**src/rtl/quiz_round_controller_pkg.sv**
```systemverilog
// rtl/quiz_round_controller_pkg.sv - shared state encoding, defaults and helpers for the quiz round controller
package quiz_pkg;

    // Controller states; encoding 3 is unused and behaves as IDLE
    typedef enum logic [1:0] {
        IDLE   = 2'd0,
        ARMED  = 2'd1,
        ANSWER = 2'd2
    } quiz_state_t;

    localparam int N_PLAYERS_DEF = 4;
    localparam int SCORE_W_DEF   = 8;

    // Increment that sticks at the all-ones value of a width-bit counter
    function automatic logic [31:0] sat_inc(input logic [31:0] value, input int width);
        logic [31:0] max_val;
        max_val = (width >= 32) ? 32'hFFFF_FFFF : ((32'd1 << width) - 32'd1);
        return (value >= max_val) ? max_val : value + 32'd1;
    endfunction

endpackage

```
**src/rtl/quiz_round_controller_if.sv**
```systemverilog
// rtl/quiz_round_controller_if.sv - host/buzzer bundle between the quiz host and the round controller
interface quiz_round_controller_if
    import quiz_pkg::*;
#(
    parameter int N_PLAYERS = N_PLAYERS_DEF,
    parameter int SCORE_W   = SCORE_W_DEF
);
    logic [N_PLAYERS-1:0]         buzz;
    logic                         arm;
    logic                         judge_valid;
    logic                         judge_correct;
    logic                         score_clr;
    logic [N_PLAYERS-1:0]         winner;
    logic                         winner_valid;
    logic [N_PLAYERS-1:0]         lockout;
    logic                         answer_timeout;
    logic                         round_done;
    logic [1:0]                   state_o;
    logic [N_PLAYERS*SCORE_W-1:0] score;

    modport master (
        output buzz, arm, judge_valid, judge_correct, score_clr,
        input  winner, winner_valid, lockout, answer_timeout, round_done, state_o, score
    );

    modport slave (
        input  buzz, arm, judge_valid, judge_correct, score_clr,
        output winner, winner_valid, lockout, answer_timeout, round_done, state_o, score
    );
endinterface

```
**src/rtl/quiz_round_controller_rr_arbiter.sv**
```systemverilog
// rtl/quiz_round_controller_rr_arbiter.sv - combinational round-robin grant starting at ptr
module rr_arbiter #(
    parameter int N = 4
) (
    input  logic [N-1:0]         req,
    input  logic [$clog2(N)-1:0] ptr,
    output logic [N-1:0]         gnt
);
    logic [N-1:0] rot_req;
    logic [N-1:0] rot_gnt;
    logic         found;

    // Rotate so that bit 0 is the player at ptr; the shift by N when ptr is 0 yields zero
    assign rot_req = (req >> ptr) | (req << (N - int'(ptr)));

    // Fixed-priority pick of the lowest rotated requester
    always_comb begin
        rot_gnt = '0;
        found   = 1'b0;
        for (int i = 0; i < N; i++) begin
            if (rot_req[i] && !found) begin
                rot_gnt[i] = 1'b1;
                found      = 1'b1;
            end
        end
    end

    // Rotate the grant back to player numbering
    assign gnt = (rot_gnt << ptr) | (rot_gnt >> (N - int'(ptr)));

endmodule

```
**src/rtl/quiz_round_controller.sv**
```systemverilog
// rtl/quiz_round_controller.sv - fastest-finger quiz round sequencer with lockout and scores
module quiz_round_controller
    import quiz_pkg::*;
#(
    parameter int N_PLAYERS     = N_PLAYERS_DEF,
    parameter int ANSWER_CYCLES = 1000,
    parameter int SCORE_W       = SCORE_W_DEF
) (
    input  logic                     clk,
    input  logic                     reset,
    quiz_round_controller_if.slave   bus
);
    localparam int PW = $clog2(N_PLAYERS);
    localparam int TW = $clog2(ANSWER_CYCLES);

    quiz_state_t          state_q, state_n;
    logic [N_PLAYERS-1:0] buzz_s1, buzz_s2, buzz_s2_d;
    logic [N_PLAYERS-1:0] edges, req, gnt;
    logic [N_PLAYERS-1:0] winner_q, winner_n;
    logic [N_PLAYERS-1:0] lockout_q, lockout_n;
    logic [TW-1:0]        timer_q, timer_n;
    logic [PW-1:0]        rr_ptr_q, rr_ptr_n;
    logic [PW-1:0]        win_idx, gnt_idx;
    logic                 timeout_q, timeout_n;
    logic                 done_q, done_n;
    logic                 score_inc;
    logic [SCORE_W-1:0]   score_q [N_PLAYERS];

    // Two-flop synchronizer plus a delayed copy for rising-edge detection
    always_ff @(posedge clk or posedge reset) begin
        if (reset) begin
            buzz_s1   <= '0;
            buzz_s2   <= '0;
            buzz_s2_d <= '0;
        end else begin
            buzz_s1   <= bus.buzz;
            buzz_s2   <= buzz_s1;
            buzz_s2_d <= buzz_s2;
        end
    end

    assign edges = buzz_s2 & ~buzz_s2_d;
    assign req   = edges & ~lockout_q;

    rr_arbiter #(.N(N_PLAYERS)) u_arb (
        .req (req),
        .ptr (rr_ptr_q),
        .gnt (gnt)
    );

    // One-hot to index for the current holder and the fresh grant
    always_comb begin
        win_idx = '0;
        gnt_idx = '0;
        for (int i = 0; i < N_PLAYERS; i++) begin
            if (winner_q[i]) win_idx = PW'(i);
            if (gnt[i])      gnt_idx = PW'(i);
        end
    end

    // Next-state and registered-output decisions for the round
    always_comb begin
        state_n   = state_q;
        winner_n  = winner_q;
        lockout_n = lockout_q;
        timer_n   = timer_q;
        rr_ptr_n  = rr_ptr_q;
        timeout_n = 1'b0;
        done_n    = 1'b0;
        score_inc = 1'b0;
        case (state_q)
            ARMED: begin
                if (|gnt) begin
                    winner_n = gnt;
                    timer_n  = TW'(ANSWER_CYCLES - 1);
                    rr_ptr_n = (gnt_idx == PW'(N_PLAYERS - 1)) ? '0 : gnt_idx + 1'b1;
                    state_n  = ANSWER;
                end
            end
            ANSWER: begin
                if (bus.judge_valid && bus.judge_correct) begin
                    score_inc = 1'b1;
                    done_n    = 1'b1;
                    winner_n  = '0;
                    state_n   = IDLE;
                end else if (bus.judge_valid || (timer_q == '0)) begin
                    // A judgment on the expiry cycle suppresses the timeout pulse
                    timeout_n = ~bus.judge_valid;
                    lockout_n = lockout_q | winner_q;
                    winner_n  = '0;
                    if (&(lockout_q | winner_q)) begin
                        done_n  = 1'b1;
                        state_n = IDLE;
                    end else begin
                        state_n = ARMED;
                    end
                end else begin
                    timer_n = timer_q - 1'b1;
                end
            end
            default: begin
                winner_n = '0;
                state_n  = IDLE;
                if (bus.arm) begin
                    lockout_n = '0;
                    state_n   = ARMED;
                end
            end
        endcase
    end

    // Round state register
    always_ff @(posedge clk or posedge reset) begin
        if (reset) begin
            state_q   <= IDLE;
            winner_q  <= '0;
            lockout_q <= '0;
            timer_q   <= '0;
            rr_ptr_q  <= '0;
            timeout_q <= 1'b0;
            done_q    <= 1'b0;
        end else begin
            state_q   <= state_n;
            winner_q  <= winner_n;
            lockout_q <= lockout_n;
            timer_q   <= timer_n;
            rr_ptr_q  <= rr_ptr_n;
            timeout_q <= timeout_n;
            done_q    <= done_n;
        end
    end

    // Score counters; a clear outranks a simultaneous correct judgment
    always_ff @(posedge clk or posedge reset) begin
        if (reset) begin
            for (int i = 0; i < N_PLAYERS; i++) score_q[i] <= '0;
        end else begin
            for (int i = 0; i < N_PLAYERS; i++) begin
                if (bus.score_clr)
                    score_q[i] <= '0;
                else if (score_inc && (win_idx == PW'(i)))
                    score_q[i] <= SCORE_W'(sat_inc(32'(score_q[i]), SCORE_W));
            end
        end
    end

    for (genvar g = 0; g < N_PLAYERS; g++) begin : g_score
        assign bus.score[g*SCORE_W +: SCORE_W] = score_q[g];
    end

    assign bus.winner         = winner_q;
    assign bus.winner_valid   = |winner_q;
    assign bus.lockout        = lockout_q;
    assign bus.answer_timeout = timeout_q;
    assign bus.round_done     = done_q;
    assign bus.state_o        = state_q;

endmodule

```
**src/flat_wrapper.sv**
```systemverilog
// flat-port wrapper written by rule: the top's interface ports become plain ports
module quiz_round_controller_flat import quiz_pkg::*;
#(
    parameter int N_PLAYERS     = N_PLAYERS_DEF,
    parameter int ANSWER_CYCLES = 1000,
    parameter int SCORE_W       = SCORE_W_DEF
)
  (clk, reset, bus_buzz, bus_arm, bus_judge_valid, bus_judge_correct, bus_score_clr, bus_winner, bus_winner_valid, bus_lockout, bus_answer_timeout, bus_round_done, bus_state_o, bus_score);
  quiz_round_controller_if #(.N_PLAYERS(N_PLAYERS), .SCORE_W(SCORE_W)) bus_i ();
  input  logic clk;
  input  logic reset;
  input wire logic [$bits(bus_i.buzz)-1:0] bus_buzz;
  input wire logic [$bits(bus_i.arm)-1:0] bus_arm;
  input wire logic [$bits(bus_i.judge_valid)-1:0] bus_judge_valid;
  input wire logic [$bits(bus_i.judge_correct)-1:0] bus_judge_correct;
  input wire logic [$bits(bus_i.score_clr)-1:0] bus_score_clr;
  output wire logic [$bits(bus_i.winner)-1:0] bus_winner;
  output wire logic [$bits(bus_i.winner_valid)-1:0] bus_winner_valid;
  output wire logic [$bits(bus_i.lockout)-1:0] bus_lockout;
  output wire logic [$bits(bus_i.answer_timeout)-1:0] bus_answer_timeout;
  output wire logic [$bits(bus_i.round_done)-1:0] bus_round_done;
  output wire logic [$bits(bus_i.state_o)-1:0] bus_state_o;
  output wire logic [$bits(bus_i.score)-1:0] bus_score;
  assign bus_i.buzz = bus_buzz;
  assign bus_i.arm = bus_arm;
  assign bus_i.judge_valid = bus_judge_valid;
  assign bus_i.judge_correct = bus_judge_correct;
  assign bus_i.score_clr = bus_score_clr;
  assign bus_winner = bus_i.winner;
  assign bus_winner_valid = bus_i.winner_valid;
  assign bus_lockout = bus_i.lockout;
  assign bus_answer_timeout = bus_i.answer_timeout;
  assign bus_round_done = bus_i.round_done;
  assign bus_state_o = bus_i.state_o;
  assign bus_score = bus_i.score;
  quiz_round_controller #(.N_PLAYERS(N_PLAYERS), .ANSWER_CYCLES(ANSWER_CYCLES), .SCORE_W(SCORE_W)) u_core (.clk(clk), .reset(reset), .bus(bus_i));
endmodule
```
**config.mk**
```make
export PLATFORM = sky130hd
export DESIGN_NAME = quiz_round_controller_flat
export DESIGN_NICKNAME = d
export VERILOG_FILES = /design/src/rtl/quiz_round_controller_pkg.sv /design/src/rtl/quiz_round_controller_if.sv /design/src/rtl/quiz_round_controller_rr_arbiter.sv /design/src/rtl/quiz_round_controller.sv /design/src/flat_wrapper.sv
export SDC_FILE = /design/constraint.sdc
export NUM_CORES = 1
export LEC_CHECK = 0
export CAP_MARGIN = 20
export CORE_MARGIN = 2
export CORE_UTILIZATION = 50
export DETAILED_ROUTE_END_ITERATION = 10
export PLACE_DENSITY_LB_ADDON = 0.05
export SETUP_SLACK_MARGIN = 0.02
export SLEW_MARGIN = 40
export SYNTH_ARGS = -nofsm -noshare
export SYNTH_HDL_FRONTEND = slang
export SYNTH_SLANG_ARGS = --single-unit
```
**constraint.sdc**
```tcl
create_clock -name clk -period 2.9 [get_ports clk]
set_input_delay 0.29 -clock clk [delete_from_list [all_inputs] [get_ports clk]]
set_output_delay 0.29 -clock clk [all_outputs]
set_load 0.1 [all_outputs]
```
==> run summary, run 1 <==
outcome - finished, final reports clean
Initial DRC Count - 179
top_reg_cell synth - dfrtp_1
cell count after synthesis - 403
Final #Nets - 491
internal power - 2.192 mW
n_diodes - 0
switching power - 1.639 mW
Post-synth EDFFs - 0
Core Area - 7331 um^2
Avg Synthesized Cell Area - 9.528 um^2
clock sinks - 68
Hold WC Path Type - in2async
H-tree lvl count - 3
post-synth top area share - 0.4431
final setup margin - 0.1522 ns
synth top area cells - dfrtp_1, nor2_1, a21oi_1
CP required - 3.13 ns
FP Rows - 31
clock-pin slew on the worst setup and hold paths - 0.08 ns
num ports - 55
initial antenna violation count - 0
Synth Register Bits - 68
Vias - 3,481
count of cell types in the netlist - 63
worst slack, placed - 0.07006 ns
synthesized net count - 422
Routed WL per cell - 16.44 um
largest delay contributor family on the critical path - compound AO/OA/AOI/OAI gates
hpwl dp - 6460 um
Critical Path Sink Type - register
total negative setup slack - 0 ns
design area - 4745 um^2
Setup-failing EPs final - 0
Cell Chain, Critical Path - nor3b_2 -> a21oi_2 -> mux4_2 -> a22oi_2 -> o211a_4 -> clkbuf_4 -> a31oi_4 -> a221o_1
largest net degree at the start of global routing - 43
synth warn - 0
RSZ-0062 raised after global routing - false
Synth async-reset ratio - 1.000
initial core utilization - 0.5238
PwrDens - 807.4 nW/um^2
Synth area leader - dfrtp_1
first-pass GRT wire length - 15,510 um
max-slew violation count - 0
CTS Buffer Depth - 2
Setup crit start kind - register
final hold viol count - 0
# DRC - 0
Max stage delay on crit path - 0.54 ns
Post-Syn Area - 3840 um^2
CTS buffer count - 9
Area after DPL - 4424 um^2
clk root buf - clkbuf_8
area grow syn2layout - 23.56%
Post-Route Utilization - 0.6472
Worst VDD drop - 0.3497 mV
TritonCTS clock tree - built
part of the power in the clock network - 0.227
GRT Resource Usage Total - 0.2276
port bufs - 54
Die Y - 91.64 um
Die X-Extent - 91.64 um
slew margin rel. - 0.5879
grt ovf - 0
Max Fanout on Critical Path - 6
routability cong. - 0.8997
Tcrit/Tclk final - 0.9475
sequential share of power - 0.289
WP buf/inv - 1
clk_skew - 0.01282 ns
post-route ant nets - 0
via-per-instance ratio - 6.043
Tightest Pin Transition - 0.6172 ns
slowest cell on the critical path - mux4_2
vias in the first global route - 3,184
post-synthesis sequential area ratio - 0.4431
critical path type - reg2reg
number of detailed-route iterations in the first pass - 4
Final min period - 2.748 ns
fill count - 586
fmax - 0.3639 GHz
share of layout cells above drive strength 1 - 0.2348
Hold Slack - 0.3515 ns
Clock Latency Late Sink - 0.34 ns
die area - 8397 um^2
DRT Wirelength - 9471 um
P_leak - 2.065 nW
Critical Path AT - 2.97 ns
Net Sw Frac - 0.4279
Comb power frac - 0.484
maxcap violations - 0
## cells in the final DEF (no fill, tap or decap), types with 3 or more instances in the layout
cell type,Yosys,final
a2bb2oi_1,4,4
nand4_1,9,9
o22ai_1,8,8
clkdlybuf4s50_1,0,9
nand3_1,21,21
a21oi_1,23,22
mux2i_1,3,3
a31oi_1,15,15
buf_4,0,64
a31oi_4,3,3
nor2_1,40,39
o21a_1,5,5
ha_1,9,8
and3_1,12,12
a311oi_1,8,7
inv_1,20,19
a211oi_1,11,11
dfrtp_1,68,68
nor4_1,3,3
and4_1,7,7
clkbuf_8,0,10
nor3b_2,3,3
nand2_1,22,22
nor3_1,16,16
o21ai_0,17,16
nor3b_1,5,5
and2_1,8,8
a221o_1,3,3
## cell type report
cell class	instances	area, um^2	share of cell area
clock buffer	12	145.1	0.03059
clock inverter	4	72.57	0.01530
inverter	20	75.07	0.01582
multi-input combinational	297	2017	0.4251
sequential	68	1702	0.3586
tap	99	123.9	0.02611
timing repair buffer	76	609.3	0.1284
## logic make-up after synthesis
| group | count (synthesis) | share of synthesized area |
|---|---|---|
| flops | 68 | 0.4431 |
| mux | 5 | 0.01662 |
| buf+inv | 39 | 0.04366 |
| simple gates | 164 | 0.2372 |
| compound gates | 118 | 0.2300 |
| fa+ha+maj | 9 | 0.02933 |
## Yosys cell counts (all sizes together) (8+ instances only)
| cell | count |
|---|---|
| dfrtp | 68 |
| nor2 | 40 |
| a21oi | 24 |
| nand2 | 22 |
| nand3 | 21 |
| inv | 20 |
| a31oi | 18 |
| o21ai | 18 |
| nor3 | 16 |
| and3 | 13 |
| a211oi | 12 |
| clkbuf | 12 |
| and2 | 9 |
| ha | 9 |
| nand4 | 9 |
| a311oi | 8 |
| nor3b | 8 |
| o22ai | 8 |
## path summary, 6_finish.rpt
path / slack (ns) / to / depth (start not counted) / start
max: 0.15 / u_core.timer_q[3] / 8 / u_core.bus.lockout[0]
min: 0.35 / u_core.buzz_s1[3] / 2 / reset
max reg2reg: 0.15 / u_core.timer_q[3] / 8 / u_core.bus.lockout[0]
min reg2reg: 0.35 / u_core.buzz_s2[3] / 0 / u_core.buzz_s1[3]
max in group asynchronous: 1.91 / u_core.bus.score[8] / 3 / reset
min in group clk: 0.35 / u_core.buzz_s2[3] / 0 / u_core.buzz_s1[3]
## worst reg2reg max path, stage by stage, from the launching register on
cell and delay, ns:
dfrtp_1 0.47, nor3b_2 0.40, a21oi_2 0.12, mux4_2 0.54, a22oi_2 0.25, o211a_4 0.22, clkbuf_4 0.19, a31oi_4 0.12
a221o_1 0.33
## layer usage
metal  track usage  part of all wire  up-vias
met4       0.07955             0.013        0
met5             0                 0        -
met2        0.3560              0.49       98
met3       0.04684             0.049       12
li1              -                 -     1665
met1        0.3147              0.45     1706
## stage by stage
stage	total power, mW	cells
CTS	3.628	568
floorplan	2.416	403
finish	3.831	576
global route	4.026	576
detailed placement	2.748	552
global placement	2.734	552
## power by group through the flow
stage | registers, mW | clock network, mW | logic, mW
final | 1.11 | 0.870 | 1.85
after global routing | 1.12 | 0.941 | 1.97
after CTS | 1.11 | 0.890 | 1.63
after detailed placement | 1.12 | 0 | 1.62
after global placement | 1.12 | 0 | 1.61
after floorplan | 1.36 | 0 | 1.06
## timing repair
item                                    in CTS  in global routing
hold buffers                                 0                  0
endpoints found under the setup margin       0                 13
resized for setup                            0                 11
setup buffers                                0                  7
## flip-flops by register name, summed over array words and instances, names as in the netlist
signal,cells
u_core.bus.round_done,1
u_core.bus.lockout,4
u_core.buzz_s2_d,4
u_core.buzz_s1,4
u_core.bus.score,32
u_core.timer_q,10
u_core.rr_ptr_q,2
u_core.buzz_s2,4
u_core.bus.state_o,2
u_core.bus.answer_timeout,1
u_core.bus.winner,4
Note: power is estimated with default switching activity, not from simulation.
==> run 2, diff against run 1 <==
--- a/config.mk
+++ b/config.mk
@@ -11,6 +11,7 @@
 export DETAILED_ROUTE_END_ITERATION = 10
 export PLACE_DENSITY_LB_ADDON = 0.05
 export SETUP_SLACK_MARGIN = 0.02
+export SKIP_CTS_REPAIR_TIMING = 1
 export SLEW_MARGIN = 40
 export SYNTH_ARGS = -nofsm -noshare
 export SYNTH_HDL_FRONTEND = slang
==> results of run 2 <==
Final layout, timing and power as in run 1 (identical DEF).
